--- src/rtl/lc3b_rf_pkg.sv ---
// Shared constants and packed-bus index helpers for the LC-3b register file.
package lc3b_rf_pkg;

    localparam int LC3B_DATA_W   = 16;
    localparam int LC3B_NUM_REGS = 8;

    // Returns the LSB of field idx in a packed bus made of w-bit fields.
    function automatic int fld_lsb(input int idx, input int w);
        return idx * w;
    endfunction

endpackage

--- src/rtl/regfile_scoreboard.sv ---
// Pending-write scoreboard: a busy bit per register, set by claims and
// cleared by writes, plus a combinational RAW-hazard flag per read port.
module regfile_scoreboard
    import lc3b_rf_pkg::*;
#(
    parameter int NUM_REGS = LC3B_NUM_REGS,
    parameter int NUM_RD   = 2,
    parameter int ADDR_W   = $clog2(NUM_REGS),
    parameter bit ZERO_REG = 1'b0
) (
    input  logic                       clk,
    input  logic                       rst,
    input  logic                       wr_en,
    input  logic [ADDR_W-1:0]          wr_addr,
    input  logic                       claim_en,
    input  logic [ADDR_W-1:0]          claim_addr,
    input  logic [NUM_RD*ADDR_W-1:0]   rd_addr,
    output logic [NUM_RD-1:0]          rd_busy,
    output logic [NUM_REGS-1:0]        busy_vec
);

    // Busy bits: a claim is a newer producer, so it beats a same-cycle write.
    // Out-of-range indices never match any r and are dropped naturally.
    always_ff @(posedge clk) begin
        if (rst) begin
            busy_vec <= '0;
        end else begin
            for (int r = 0; r < NUM_REGS; r++) begin
                if (ZERO_REG && r == 0)
                    busy_vec[r] <= 1'b0;
                else if (claim_en && claim_addr == ADDR_W'(r))
                    busy_vec[r] <= 1'b1;
                else if (wr_en && wr_addr == ADDR_W'(r))
                    busy_vec[r] <= 1'b0;
            end
        end
    end

    // Hazard per port: target busy and not being resolved by an in-flight write.
    always_comb begin
        rd_busy = '0;
        for (int i = 0; i < NUM_RD; i++) begin
            for (int r = 0; r < NUM_REGS; r++) begin
                if (rd_addr[fld_lsb(i, ADDR_W) +: ADDR_W] == ADDR_W'(r) && busy_vec[r] &&
                    !(wr_en && wr_addr == ADDR_W'(r)))
                    rd_busy[i] = 1'b1;
            end
        end
    end

endmodule

--- src/rtl/regfile_mp_bypass.sv ---
// Multi-read-port register file with 1-cycle registered reads, write-to-read
// bypass, optional hardwired-zero R0 and a pending-write scoreboard.
module regfile_mp_bypass
    import lc3b_rf_pkg::*;
#(
    parameter int DATA_W   = LC3B_DATA_W,
    parameter int NUM_REGS = LC3B_NUM_REGS,
    parameter int ADDR_W   = $clog2(NUM_REGS),
    parameter int NUM_RD   = 2,
    parameter bit ZERO_REG = 1'b0
) (
    input  logic                       clk,
    input  logic                       rst,
    input  logic                       wr_en,
    input  logic [ADDR_W-1:0]          wr_addr,
    input  logic [DATA_W-1:0]          wr_data,
    input  logic [NUM_RD-1:0]          rd_en,
    input  logic [NUM_RD*ADDR_W-1:0]   rd_addr,
    output logic [NUM_RD*DATA_W-1:0]   rd_data,
    output logic [NUM_RD-1:0]          rd_valid,
    input  logic                       claim_en,
    input  logic [ADDR_W-1:0]          claim_addr,
    output logic [NUM_RD-1:0]          rd_busy,
    output logic [NUM_REGS-1:0]        busy_vec
);

    logic [NUM_REGS-1:0][DATA_W-1:0] regs;
    logic [NUM_RD-1:0][DATA_W-1:0]   rd_next;

    // Storage array; R0 stays 0 when hardwired, out-of-range writes match nothing.
    always_ff @(posedge clk) begin
        if (rst) begin
            regs <= '0;
        end else begin
            for (int r = 0; r < NUM_REGS; r++) begin
                if (wr_en && wr_addr == ADDR_W'(r) && !(ZERO_REG && r == 0))
                    regs[r] <= wr_data;
            end
        end
    end

    // Per-port read mux with bypass; zero R0 and out-of-range fall to the 0 default.
    always_comb begin
        rd_next = '0;
        for (int i = 0; i < NUM_RD; i++) begin
            for (int r = 0; r < NUM_REGS; r++) begin
                if (rd_addr[fld_lsb(i, ADDR_W) +: ADDR_W] == ADDR_W'(r) && !(ZERO_REG && r == 0))
                    rd_next[i] = (wr_en && wr_addr == ADDR_W'(r)) ? wr_data : regs[r];
            end
        end
    end

    // Read output registers: load on request, hold otherwise; valid tracks rd_en.
    always_ff @(posedge clk) begin
        if (rst) begin
            rd_data  <= '0;
            rd_valid <= '0;
        end else begin
            rd_valid <= rd_en;
            for (int i = 0; i < NUM_RD; i++) begin
                if (rd_en[i])
                    rd_data[fld_lsb(i, DATA_W) +: DATA_W] <= rd_next[i];
            end
        end
    end

    regfile_scoreboard #(
        .NUM_REGS (NUM_REGS),
        .NUM_RD   (NUM_RD),
        .ADDR_W   (ADDR_W),
        .ZERO_REG (ZERO_REG)
    ) u_sb (
        .clk        (clk),
        .rst        (rst),
        .wr_en      (wr_en),
        .wr_addr    (wr_addr),
        .claim_en   (claim_en),
        .claim_addr (claim_addr),
        .rd_addr    (rd_addr),
        .rd_busy    (rd_busy),
        .busy_vec   (busy_vec)
    );

endmodule

--- config.mk ---
export PLATFORM = sky130hd
export DESIGN_NAME = regfile_mp_bypass
export DESIGN_NICKNAME = d
export VERILOG_FILES = /design/src/rtl/lc3b_rf_pkg.sv /design/src/rtl/regfile_scoreboard.sv /design/src/rtl/regfile_mp_bypass.sv
export SDC_FILE = /design/constraint.sdc
export NUM_CORES = 1
export LEC_CHECK = 0
export ABC_CLOCK_PERIOD_IN_PS = 2530
export BUFFER_PORTS_ARGS = -buffer_cell sky130_fd_sc_hd__buf_2
export CAP_MARGIN = 25
export CORE_ASPECT_RATIO = 0.75
export CORE_MARGIN = 1.5
export CORE_UTILIZATION = 50
export CTS_CLUSTER_DIAMETER = 60
export DETAILED_ROUTE_END_ITERATION = 8
export GPL_ROUTABILITY_DRIVEN = 0
export PLACE_DENSITY = 0.69
export SETUP_SLACK_MARGIN = 0.1
export SLEW_MARGIN = 20
export SYNTH_ARGS = -nofsm -noshare
export SYNTH_HDL_FRONTEND = slang
export SYNTH_SLANG_ARGS = --single-unit
--- constraint.sdc ---
create_clock -name clk -period 2.53 [get_ports clk]
set_input_delay 0.3795 -clock clk [delete_from_list [all_inputs] [get_ports clk]]
set_output_delay 0.3795 -clock clk [all_outputs]
set_load 0.05 [all_outputs]
==> results.md, run 1 <==
- Die area: 16800 um^2
- Die H: between 100 and 150 um
- Die extent in x: 149 um
- Max cap viols: 0
- Setup TNS: 0 ns
- Clk Tree Root Cell: clkbuf_16
- Syn_nets: ~950
- Vias in the first global route: approximately 7000
- Crit path kind: in -> out
- Starting density of the core: 0.519
- Area grow syn2layout: 17.7%
- Worst r2r path cells: 4
- Crit path time final: 2.30 ns
- Post-cts gate resize count: 0
- # rows: 39
- CP Launch Point: wr_addr[0]
- Final setup fails: 0
- Count of different cell masters after synthesis: 43
- Async set or reset register ratio after synthesis: 0
- Fill cells: 1343
- Synth top area cells: dfxtp_1 (43%), mux2i_1 (17%), nor2_1 (8.5%), o22ai_1 (5.5%), o221ai_1 (3.4%)
- Crit-path cells: buf_2, nor4b_4, nand2b_1, o21ai_0, mux4_2, buf_2
- Wire length of the first global-routing pass: around 42 mm
- Synth Warn #: 0
- CTS Buf Count: 17
- Sequential share of the synthesized area: 0.425
- CP Launch Type: input pin
- Top-area cell type share of the netlist area: 0.425
- Clk_lat worst skew: roughly 0.44 ns
- Antenna-violating nets left: 0
- Period utilization: 0.907
- Worst Hold Class: in -> reg
- Synth Instances: between 900 and 1000
- Worst Path Required: roughly 2.2 ns
- Clock-pin slew on the worst setup and hold paths: roughly 0.070 ns
- Hold buffer count at CTS: 0
- FF-to-FF Start: regs[54]
- CP Data Arrival Time: ~1.9 ns
- Post-synth EDFFs: 0
- Crit end category: output pin
- H-tree lvl count: 4
- Worst-path fanout max: 9
- Fin. Hold Viols: 0
- Share of layout cells above drive strength 1: 0.174
- DR iter-0 viols: around 1100
- Remaining DRCs: 0
- Worst vdd ir: ~0.45 mV
- Final WS setup: between 0.2 and 0.25 ns
- Most used cell, CP: buf_2
- Avg Cell Area, Syn: about 8.7 um^2
- Input/output buffers: 77
- Max Freq: between 0.4 and 0.5 GHz
- Synthesized area: approximately 8000 um^2
- Grt ovf: 0
- # clock sinks: 170
- Nets: a little over 1000
- Final wirelength: around 27 mm
- CTS tree: done
- GRT Overall Usage: 0.328
- Clock Skews: around 0.0080 ns
- Dpl ws: between 0.2 and 0.3 ns
- Final instance area: about 9400 um^2
- Pwr/cell area: around 680 nW/um^2
- Register bit total from synthesis: 170
- Critical R2R Capture: rd_data[22]
- DR vias: roughly 7600
- CTS max path bufs: 2
- Core ar.: between 15000 and 20000 um^2
- Worst Setup EP: rd_busy[1]
- Outcome: finished clean
- Pleak: between 3 and 4 nW
- Actual slew at the worst max-slew pin: 0.600 ns
- Multi-input logic area: 4200 um^2
- Post-CTS Setup Inserts: 0
- Routed len/inst: between 20 and 25 um
- Pin count of the biggest net entering global routing: between 100 and 150
- Storage element area: about 3400 um^2
- Slew Limit Fails: 0
- # diodes: 0
- Drt first pass iters: 6
- Vias per cell: ~6.4
- Slowest stage delay, CP: between 0.4 and 0.5 ns
- Most used DFF post-synth: dfxtp_1
- Placed cell area: 8800 um^2
- Slew HR: 0.599
- RSZ-0062 raised after global routing: false
- Leading area contributor after synthesis: dfxtp_1
- Antenna violations before repair: 0
- I/O Pins: 78
- Slowest CP cell: mux4_2
- FF-to-FF setup slack: about 1.1 ns
- HPWL after DPL: approximately 18 mm
critical path: cells and delay by family:
| family | cells | cell delay [ns] |
|---|---|---|
| buf+inv | 2 | 0.40 |
| simple gates | 2 | 0.55 |
| compound gates | 1 | 0.10 |
| mux | 1 | 0.48 |
synth_stat cells, drive strengths merged (5+ instances only):
cell type,count
nor2,182
dfxtp,170
mux2i,135
o22ai,70
clkbuf,68
o21ai,39
a21oi,34
o221ai,31
nand2,24
buf,21
nand3,18
nor3,14
o32ai,14
inv,12
nand2b,10
nor4,8
o211ai,8
a21o,7
a221o,5
a32oi,5
nand4,5
nor2b,5
o31a,5
worst min path at each step:
stage                     slack (ns)  depth (start not counted)          start               end
after floorplan                 0.47                          2       regs[20]          regs[20]
final                           0.26                          3  claim_addr[1]  u_sb.busy_vec[3]
after global routing            0.27                          3  claim_addr[1]  u_sb.busy_vec[7]
after detailed placement        0.48                          1    rd_data[26]       rd_data[26]
after CTS                       0.24                          3  claim_addr[1]  u_sb.busy_vec[3]
after global placement          0.48                          1    rd_data[26]       rd_data[26]
placed cells by master, fill, tap and decap left out, drive strengths merged, types with 18 or more instances in the layout:
master | synthesis | routed
mux2i | 135 | 135
buf | 21 | 132
a21oi | 34 | 34
nand3 | 18 | 18
o21ai | 39 | 39
dfxtp | 170 | 170
nand2 | 24 | 24
o221ai | 31 | 31
nor2 | 182 | 182
o22ai | 70 | 70
per-layer routing:
layer	GRT usage	share of wire	up-vias
li1	-	-	3482
met1	0.482	0.44	3556
met2	0.450	0.40	530
met3	0.0927	0.12	77
met4	0.121	0.030	0
met5	0	0	-
layout make-up:
type,count,share of cell area
Multi-Input combinational cell,648,0.446
Sequential cell,170,0.362
Timing Repair Buffer,132,0.0944
Clock buffer,17,0.0452
Tap cell,205,0.0272
Clock inverter,15,0.0202
Inverter,13,0.00518
kinds of logic (layout without fill, tap and decap cells):
family	Yosys count	in the layout	synth area share
multiplexers	138	138	0.176
buffers and inverters	102	177	0.0514
AND/OR/NAND/NOR	283	283	0.158
flip-flops	170	170	0.425
AO/OA/AOI/OAI	227	227	0.190
report_power, final:
group	total (W)	leakage (nW)	internal, W	switching, W
clock	0.00274	0.287	0.00157	0.00117
sequential	0.00280	1.38	0.00275	0.0000413
combinational	0.000849	2.30	0.000253	0.000596
per-stage QoR:
stage	util	std cells	total power (W)	hold slack (ns)
floorplan	-	920	0.00339	0.470
global placement	0.571	1168	0.00367	0.478
detailed placement	0.571	1168	0.00367	0.476
CTS	0.611	1200	0.00637	0.237
global route	0.611	1200	0.00658	0.271
finish	0.611	1200	0.00638	0.258
state kept, by name, summed over array words and instances (netlist names):
name / flops
regs: 128
rd_data: 32
u_sb.busy_vec: 8
rd_valid: 2
(Power assumes the default switching activity.)
==> run 2: changes to the inputs <==
CELL_PAD_IN_SITES_DETAIL_PLACEMENT = 1   (was unset)
CELL_PAD_IN_SITES_GLOBAL_PLACEMENT = 1   (was unset)
CORE_ASPECT_RATIO = unset   (was 0.75)
CORE_UTILIZATION = 45   (was 50)
PLACE_DENSITY = unset   (was 0.69)
PLACE_DENSITY_LB_ADDON = 0.1   (was unset)
==> run 2 against run 1 <==
- via count grew 2.4%
- worst hold slack lost 0.11 ns
- clock-buffer cell count rose by 5
- clock power rose by 2%
- register-to-register slack gained 0.04 ns
- largest cell class unchanged
- sequential share of layout area fell by 0.13 points
==> results.md, run 2 (synthesized netlist as in run 1, its figures left out) <==
- Outcome: finished clean
- Max Freq: 0.417 GHz (-4.3%)
- Crit path kind: in -> out
- Core ar.: 17400 um^2 (+13%)
- Sw Share: 0.268 (-0.0146)
- Routed len/inst: 25.0 um (+12%)
- Die area: 18600 um^2 (+11%)
- Vias per cell: 6.39 (+0.36%)
- Commonest non-fill, non-tap cell in the layout: nor2_1
- Nets: 1022 (+0.59%)
- I/O Pins: 78 (unchanged)
- CTS Buf Count: 17 (unchanged)
- Share of layout cells above drive strength 1: 0.175 (+0.00131)
- Worst Hold Class: in -> reg
- Final setup fails: 0 (unchanged)
- Slew HR: 0.471 (-0.128)
- Worst Path Required: 2.15 ns (about the same)
- Max cap viols: 0 (unchanged)
- Remaining DRCs: 0 (unchanged)
- # diodes: 0 (unchanged)
- Clock-pin slew on the worst setup and hold paths: 0.06 ns (about the same)
- Clk Tree Root Cell: clkbuf_16
- Vias in the first global route: 8065 (+15%)
- Fill cells: 2007 (+49%)
- Grt ovf: 0 (unchanged)
- Layout Utilization: 0.544 (-0.0662)
- # clock sinks: 170 (unchanged)
- Area grow syn2layout: 18.1%
- GRT Overall Usage: 0.336 (+0.00839)
- Period utilization: 0.948 (+0.0405)
- Clk_lat worst skew: 0.44 ns (about the same)
- Actual slew at the worst max-slew pin: 0.794 ns (+0.194 ns)
- Input/output buffers: 77 (unchanged)
- Most frequent cells in the layout: nor2_1 (182), dfxtp_1 (170), mux2i_1 (135)
- Pint: 0.00472 W (+3.2%)
- Wire length of the first global-routing pass: 46.3 mm (+11%)
- Fin. Hold Viols: 0 (unchanged)
- Top reg by flops: regs
- DR vias: 7826 (+2.4%)
- Final Power: 0.00645 W (+1.2%)
- Die extent in x: 136 um (-8.5%)
- Pin count of the biggest net entering global routing: 72 (-40%)
- Final wirelength: 30.7 mm (+14%)
- Setup TNS: 0 ns (unchanged)
- CTS tree: done
- Combinational power share: 0.135 (+0.002)
- Storage element area: 3400 um^2 (unchanged)
- Clock Skews: 0.00648 ns (-0.00149 ns)
- Die H: 136 um (+21%)
- # rows: 48 (+23%)
- Worst vdd ir: 0.521 mV (+15%)
- CP Launch Type: input pin
- Pwr/cell area: 683 nW/um^2 (+0.82%)
- Clock power share: 0.432 (+0.003)
- Psw: 0.00173 W (-4.1%)
- CP Data Arrival Time: 2.02 ns (+0.10 ns)
- Flip-flop count of the largest register after layout: 128 (unchanged)
- Drt first pass iters: 5 (-1)
- Slew Limit Fails: 0 (unchanged)
- Largest regs: regs (128), rd_data (32), u_sb.busy_vec (8)
- Multi-input logic area: 4200 um^2 (unchanged)
- DR iter-0 viols: 584 (-47%)
- RSZ-0062 raised after global routing: false
- CTS max path bufs: 2 (unchanged)
- Crit end category: output pin
- H-tree lvl count: 4 (unchanged)
- Worst-path fanout max: 9 (unchanged)
- Flop pwr share: 0.433 (-0.005)
- Pleak: 4.00 nW (+0.97%)
- HPWL after DPL: 20.8 mm (+16%)
- Antenna-violating nets left: 0 (unchanged)
- Crit path time final: 2.40 ns (+0.103 ns)
- Starting density of the core: 0.461 (-0.0579)
- Antenna violations before repair: 0 (unchanged)
- Hold buffer count at CTS: 0 (unchanged)
- WHS: 0.151 ns (-0.107 ns)
run 2: routing by layer:
metal | track usage | routed length, um | vias up | share of wire
met5 | 0 | 0 | - | 0
met4 | 0.157 | 1020 | 0 | 0.033
met3 | 0.0671 | 2280 | 81 | 0.074
met2 | 0.549 | 14500 | 373 | 0.47
met1 | 0.425 | 12900 | 3895 | 0.42
li1 | - | - | 3477 | -
run 2: worst max-delay path: stages:
cell and delay [ns]:
buf_2 0.20, and4bb_2 0.30, nand2b_1 0.20, o311ai_0 0.43
o31ai_1 0.15, nand2_1 0.09, buf_2 0.26
run 2: power by group through the flow:
stage / clock network, W / logic [W] / registers, W
2_1_floorplan: 0 / 0.000431 / 0.00296
3_3_place_gp: 0 / 0.000829 / 0.00285
3_5_place_dp: 0 / 0.000848 / 0.00285
4_1_cts: 0.00281 / 0.000856 / 0.00279
5_1_grt: 0.00291 / 0.000918 / 0.00280
6_report: 0.00279 / 0.000873 / 0.00279
run 2: area by class of cell:
cell class,instances,share of cell area
clock buffers,22,0.0502
clock inverters,8,0.0151
inverters,13,0.00516
multi-input cells,648,0.445
flip-flops and latches,170,0.360
well taps,225,0.0298
repair buffers,138,0.0948
run 2: worst paths after layout:
check / from / endpoint / slack (ns) / depth (start not counted)
max: wr_addr[2] / rd_busy[0] / 0.13 / 7
min: rst / regs[20] / 0.15 / 2
max reg2reg: regs[36] / rd_data[20] / 1.13 / 4
min reg2reg: rd_data[22] / rd_data[22] / 0.49 / 1
run 2: timing repair:
item	CTS	global route
setup endpoints to repair	0	1
buffers inserted	0	1
resized for setup	0	0
run 2: per-stage QoR:
step | setup slack (ns) | cells | area (um^2)
floorplan | 0.152 | 920 | 8000
global placement | 0.190 | 1193 | 8820
detailed placement | 0.162 | 1193 | 8820
CTS | 0.148 | 1223 | 9440
global route | 0.111 | 1224 | 9450
finish | 0.132 | 1224 | 9450
==> run 3: changes to the inputs <==
ABC_AREA = 1   (was unset)
CORE_UTILIZATION = 42   (was 45)
==> run 3 against run 2 <==
- fmax is 6.0% higher
- via count is 29% higher
- worst hold slack better by 0.11 ns
- setup slack better by 0.13 ns
- flip-flop and latch count stayed put
- clock-buffer cell count is 2 lower
- sequential share of layout area is 4.2 points lower
- first-iteration DRC count is 32% higher
- final cell count is 51% higher
- power is 3.9% higher
- die area is 22% higher
- cell area is 13% higher
- critical endpoint is now rd_busy[1]
==> results.md, run 3 <==
- Worst r2r path cells: 8 (+4)
- Crit path time final: 2.26 ns (-0.135 ns)
- Most used cell, CP: nand2_1
- Clk Tree Root Cell: clkbuf_16
- Slowest CP cell: buf_2
- Crit path kind: in -> out
- Synth top area cells: dfxtp_1 (37%), nand2_1 (17%), nand3_1 (15%), nor2_1 (8.4%), inv_1 (7.2%)
- Final Power: 0.00670 W (+3.9%)
- Input/output buffers: 77 (unchanged)
- Most common cell in the netlist: nand2_1
- HP Start: claim_addr[0]
- Fill cells: 2958 (+47%)
- CP top delay family: buffers and inverters
- Pin count of the biggest net entering global routing: 56 (-22%)
- Fin cells: 1851 (+51%)
- Largest regs: regs (128), rd_data (32), u_sb.busy_vec (8)
- RSZ-0062 raised after global routing: false
- Vias per cell: 5.45 (-15%)
- Antenna-violating nets left: 0 (unchanged)
- CP Launch Type: input pin
- Top reg by flops: regs
- HPWL after DPL: 24.4 mm (+17%)
- Antenna violations before repair: 2 (+2)
- DR vias: 10100 (+29%)
- H-tree lvl count: 4 (unchanged)
- Die area: 22700 um^2 (+22%)
- Die H: 151 um (+11%)
- Post-synth EDFFs: 0 (unchanged)
- Slowest stage delay, CP: 0.29 ns (-0.14 ns)
- Hold buffer count at CTS: 0 (unchanged)
- Die extent in x: 151 um (+11%)
- Worst-path fanout max: 33 (+24)
- CP Launch Point: wr_addr[1]
- Actual slew at the worst max-slew pin: 0.665 ns (-0.129 ns)
- Final wirelength: 35.4 mm (+16%)
- Most used DFF post-synth: dfxtp_1
- FF-to-FF setup slack: 1.13 ns (about the same)
- CP Data Arrival Time: 1.88 ns (-0.14 ns)
- Crit end category: output pin
- Synth cell count leaders: nand2_1 (406), nand3_1 (270), nor2_1 (206)
- Routed len/inst: 19.1 um (-24%)
- Area grow syn2layout: 16.8%
- Commonest non-fill, non-tap cell in the layout: nand2_1
- Hold Path Sink: u_sb.busy_vec[6]
- Grt ovf: 0 (unchanged)
- Starting density of the core: 0.432 (-0.0290)
- DR iter-0 viols: 768 (+32%)
- Wire length of the first global-routing pass: 54.4 mm (+18%)
- Synthesized area: 9170 um^2 (+15%)
- # clock sinks: 170 (unchanged)
- FF-to-FF Start: regs[41]
- Core ar.: 21200 um^2 (+22%)
- Most frequent cells in the layout: nand2_1 (406), nand3_1 (270), nor2_1 (205)
- Worst path buffer plus inverter count: 4 (+2)
- Max Freq: 0.442 GHz (+6.0%)
- Pwr/cell area: 626 nW/um^2 (-8.4%)
- # rows: 53 (+10%)
- Clock Skews: 0.0105 ns (+0.00407 ns)
- Worst Path Required: 2.15 ns (about the same)
- Async set or reset register ratio after synthesis: 0 (unchanged)
- Fin. Hold Viols: 0 (unchanged)
- Slew Limit Fails: 0 (unchanged)
- Leading area contributor after synthesis: dfxtp_1
- Synth Instances: 1485 (+61%)
- Hold Path Depth: 4 (+2)
- Avg Cell Area, Syn: 6.17 um^2 (-29%)
- Post-cts gate resize count: 0 (unchanged)
- Remaining DRCs: 0 (unchanged)
- Crit-path cells: buf_2, nand2_1, inv_1, nand2_1, buf_12, nand2_1, o22ai_1, a31oi_1, nand4_1, buf_2
- Final WS setup: 0.267 ns (+0.135 ns)
- Syn_nets: 1519 (+59%)
- Nets: 1594 (+56%)
- Post-CTS Setup Inserts: 0 (unchanged)
- Outcome: finished clean
- I/O Pins: 78 (unchanged)
- Clock-pin slew on the worst setup and hold paths: 0.07 ns (about the same)
- Max cap viols: 0 (unchanged)
- Worst Hold Class: in -> reg
- Final setup fails: 0 (unchanged)
- Final instance area: 10700 um^2 (+13%)
- Vias in the first global route: 9774 (+21%)
- Placed cell area: 10000 um^2 (+14%)
- Share of layout cells above drive strength 1: 0.139 (-0.0365)
- Sequential share of the synthesized area: 0.371 (-0.0541)
- CTS tree: done
- Clk_lat worst skew: 0.44 ns (about the same)
- Period utilization: 0.895 (-0.0533)
- Setup TNS: 0 ns (unchanged)
- Drt first pass iters: 5 (unchanged)
- GRT Overall Usage: 0.318 (-0.0182)
- Top-area cell type share of the netlist area: 0.371 (-0.0541)
- Worst vdd ir: 0.406 mV (-22%)
- Synth Warn #: 0 (unchanged)
- Flip-flop count of the largest register after layout: 128 (unchanged)
- Dpl ws: 0.163 ns (+0.000878 ns)
- DP Cell Count: 1811 (+52%)
- Critical R2R Capture: rd_data[25]
- Slew HR: 0.557 (+0.0860)
- Pleak: 5.09 nW (+27%)
- CTS max path bufs: 2 (unchanged)
- Count of different cell masters after synthesis: 29 (-33%)
- Register bit total from synthesis: 170 (unchanged)
- CTS Buf Count: 17 (unchanged)
run 3: changes by cell type in the layout (fill, tap and decap cells not counted), moves of 31 or more:
cell | previous run | this run
o22ai_1 | 70 | 2
o221ai_1 | 31 | 0
inv_1 | 12 | 177
nand3_1 | 18 | 270
mux2i_1 | 135 | 0
nand2_1 | 24 | 406
run 3: power by group:
part	internal [W]	leakage, nW	switching [W]
logic	0.000278	3.41	0.000737
registers	0.00278	1.38	0.0000404
clock network	0.00165	0.302	0.00122
total	0.00470	5.09	0.00200
run 3: layer usage:
| layer | GRT usage | vias up | wire length (um) | part of all wire |
|---|---|---|---|---|
| li1 | - | 4853 | - | - |
| met5 | 0 | - | 0 | 0 |
| met2 | 0.498 | 343 | 16000 | 0.45 |
| met3 | 0.0585 | 68 | 2250 | 0.063 |
| met1 | 0.437 | 4831 | 16300 | 0.46 |
| met4 | 0.108 | 0 | 849 | 0.024 |
run 3: area by class of cell:
| class | instances | area (um^2) | area share |
|---|---|---|---|
| clock inverters | 11 | 160 | 0.0150 |
| diodes | 4 | 10.0 | 0.000935 |
| clock buffers | 20 | 467 | 0.0436 |
| well taps | 275 | 344 | 0.0321 |
| flip-flops and latches | 170 | 3400 | 0.318 |
| inverters | 180 | 676 | 0.0631 |
| repair buffers | 130 | 898 | 0.0839 |
| multi-input cells | 1061 | 4750 | 0.443 |
run 3: cell families (layout without fill, tap and decap cells):
kind of cell / count (synthesis) / count (layout) / synth area share
buffers and inverters: 254 / 341 / 0.111
other: 0 / 4 / 0
flip-flops: 170 / 170 / 0.371
AND/OR/NAND/NOR: 976 / 976 / 0.470
AO/OA/AOI/OAI: 85 / 85 / 0.0478
run 3: worst reg2reg max path, stage by stage, from the launching register on:
cell and delay, ns:
dfxtp_1 0.30, inv_1 0.05, nand2_1 0.07, nand3_1 0.08, nand3_1 0.12, nor2_1 0.31
nand4_1 0.17, nand2_1 0.10, a21oi_1 0.06
run 3: how the worst max path moves through the flow:
stage / endpoint / cells after the start / slack, ns
final: rd_busy[1] / 10 / 0.27
after global routing: rd_busy[1] / 10 / 0.19
after detailed placement: rd_busy[1] / 9 / 0.16
after global placement: rd_busy[0] / 8 / 0.24
after CTS: rd_busy[1] / 9 / 0.12
after floorplan: rd_busy[1] / 7 / 0.32
run 3: stage by stage:
step                hold slack [ns]  utilization
global placement              0.451        0.472
global route                  0.299        0.504
floorplan                     0.506            -
finish                        0.265        0.505
CTS                           0.261        0.502
detailed placement            0.456        0.472
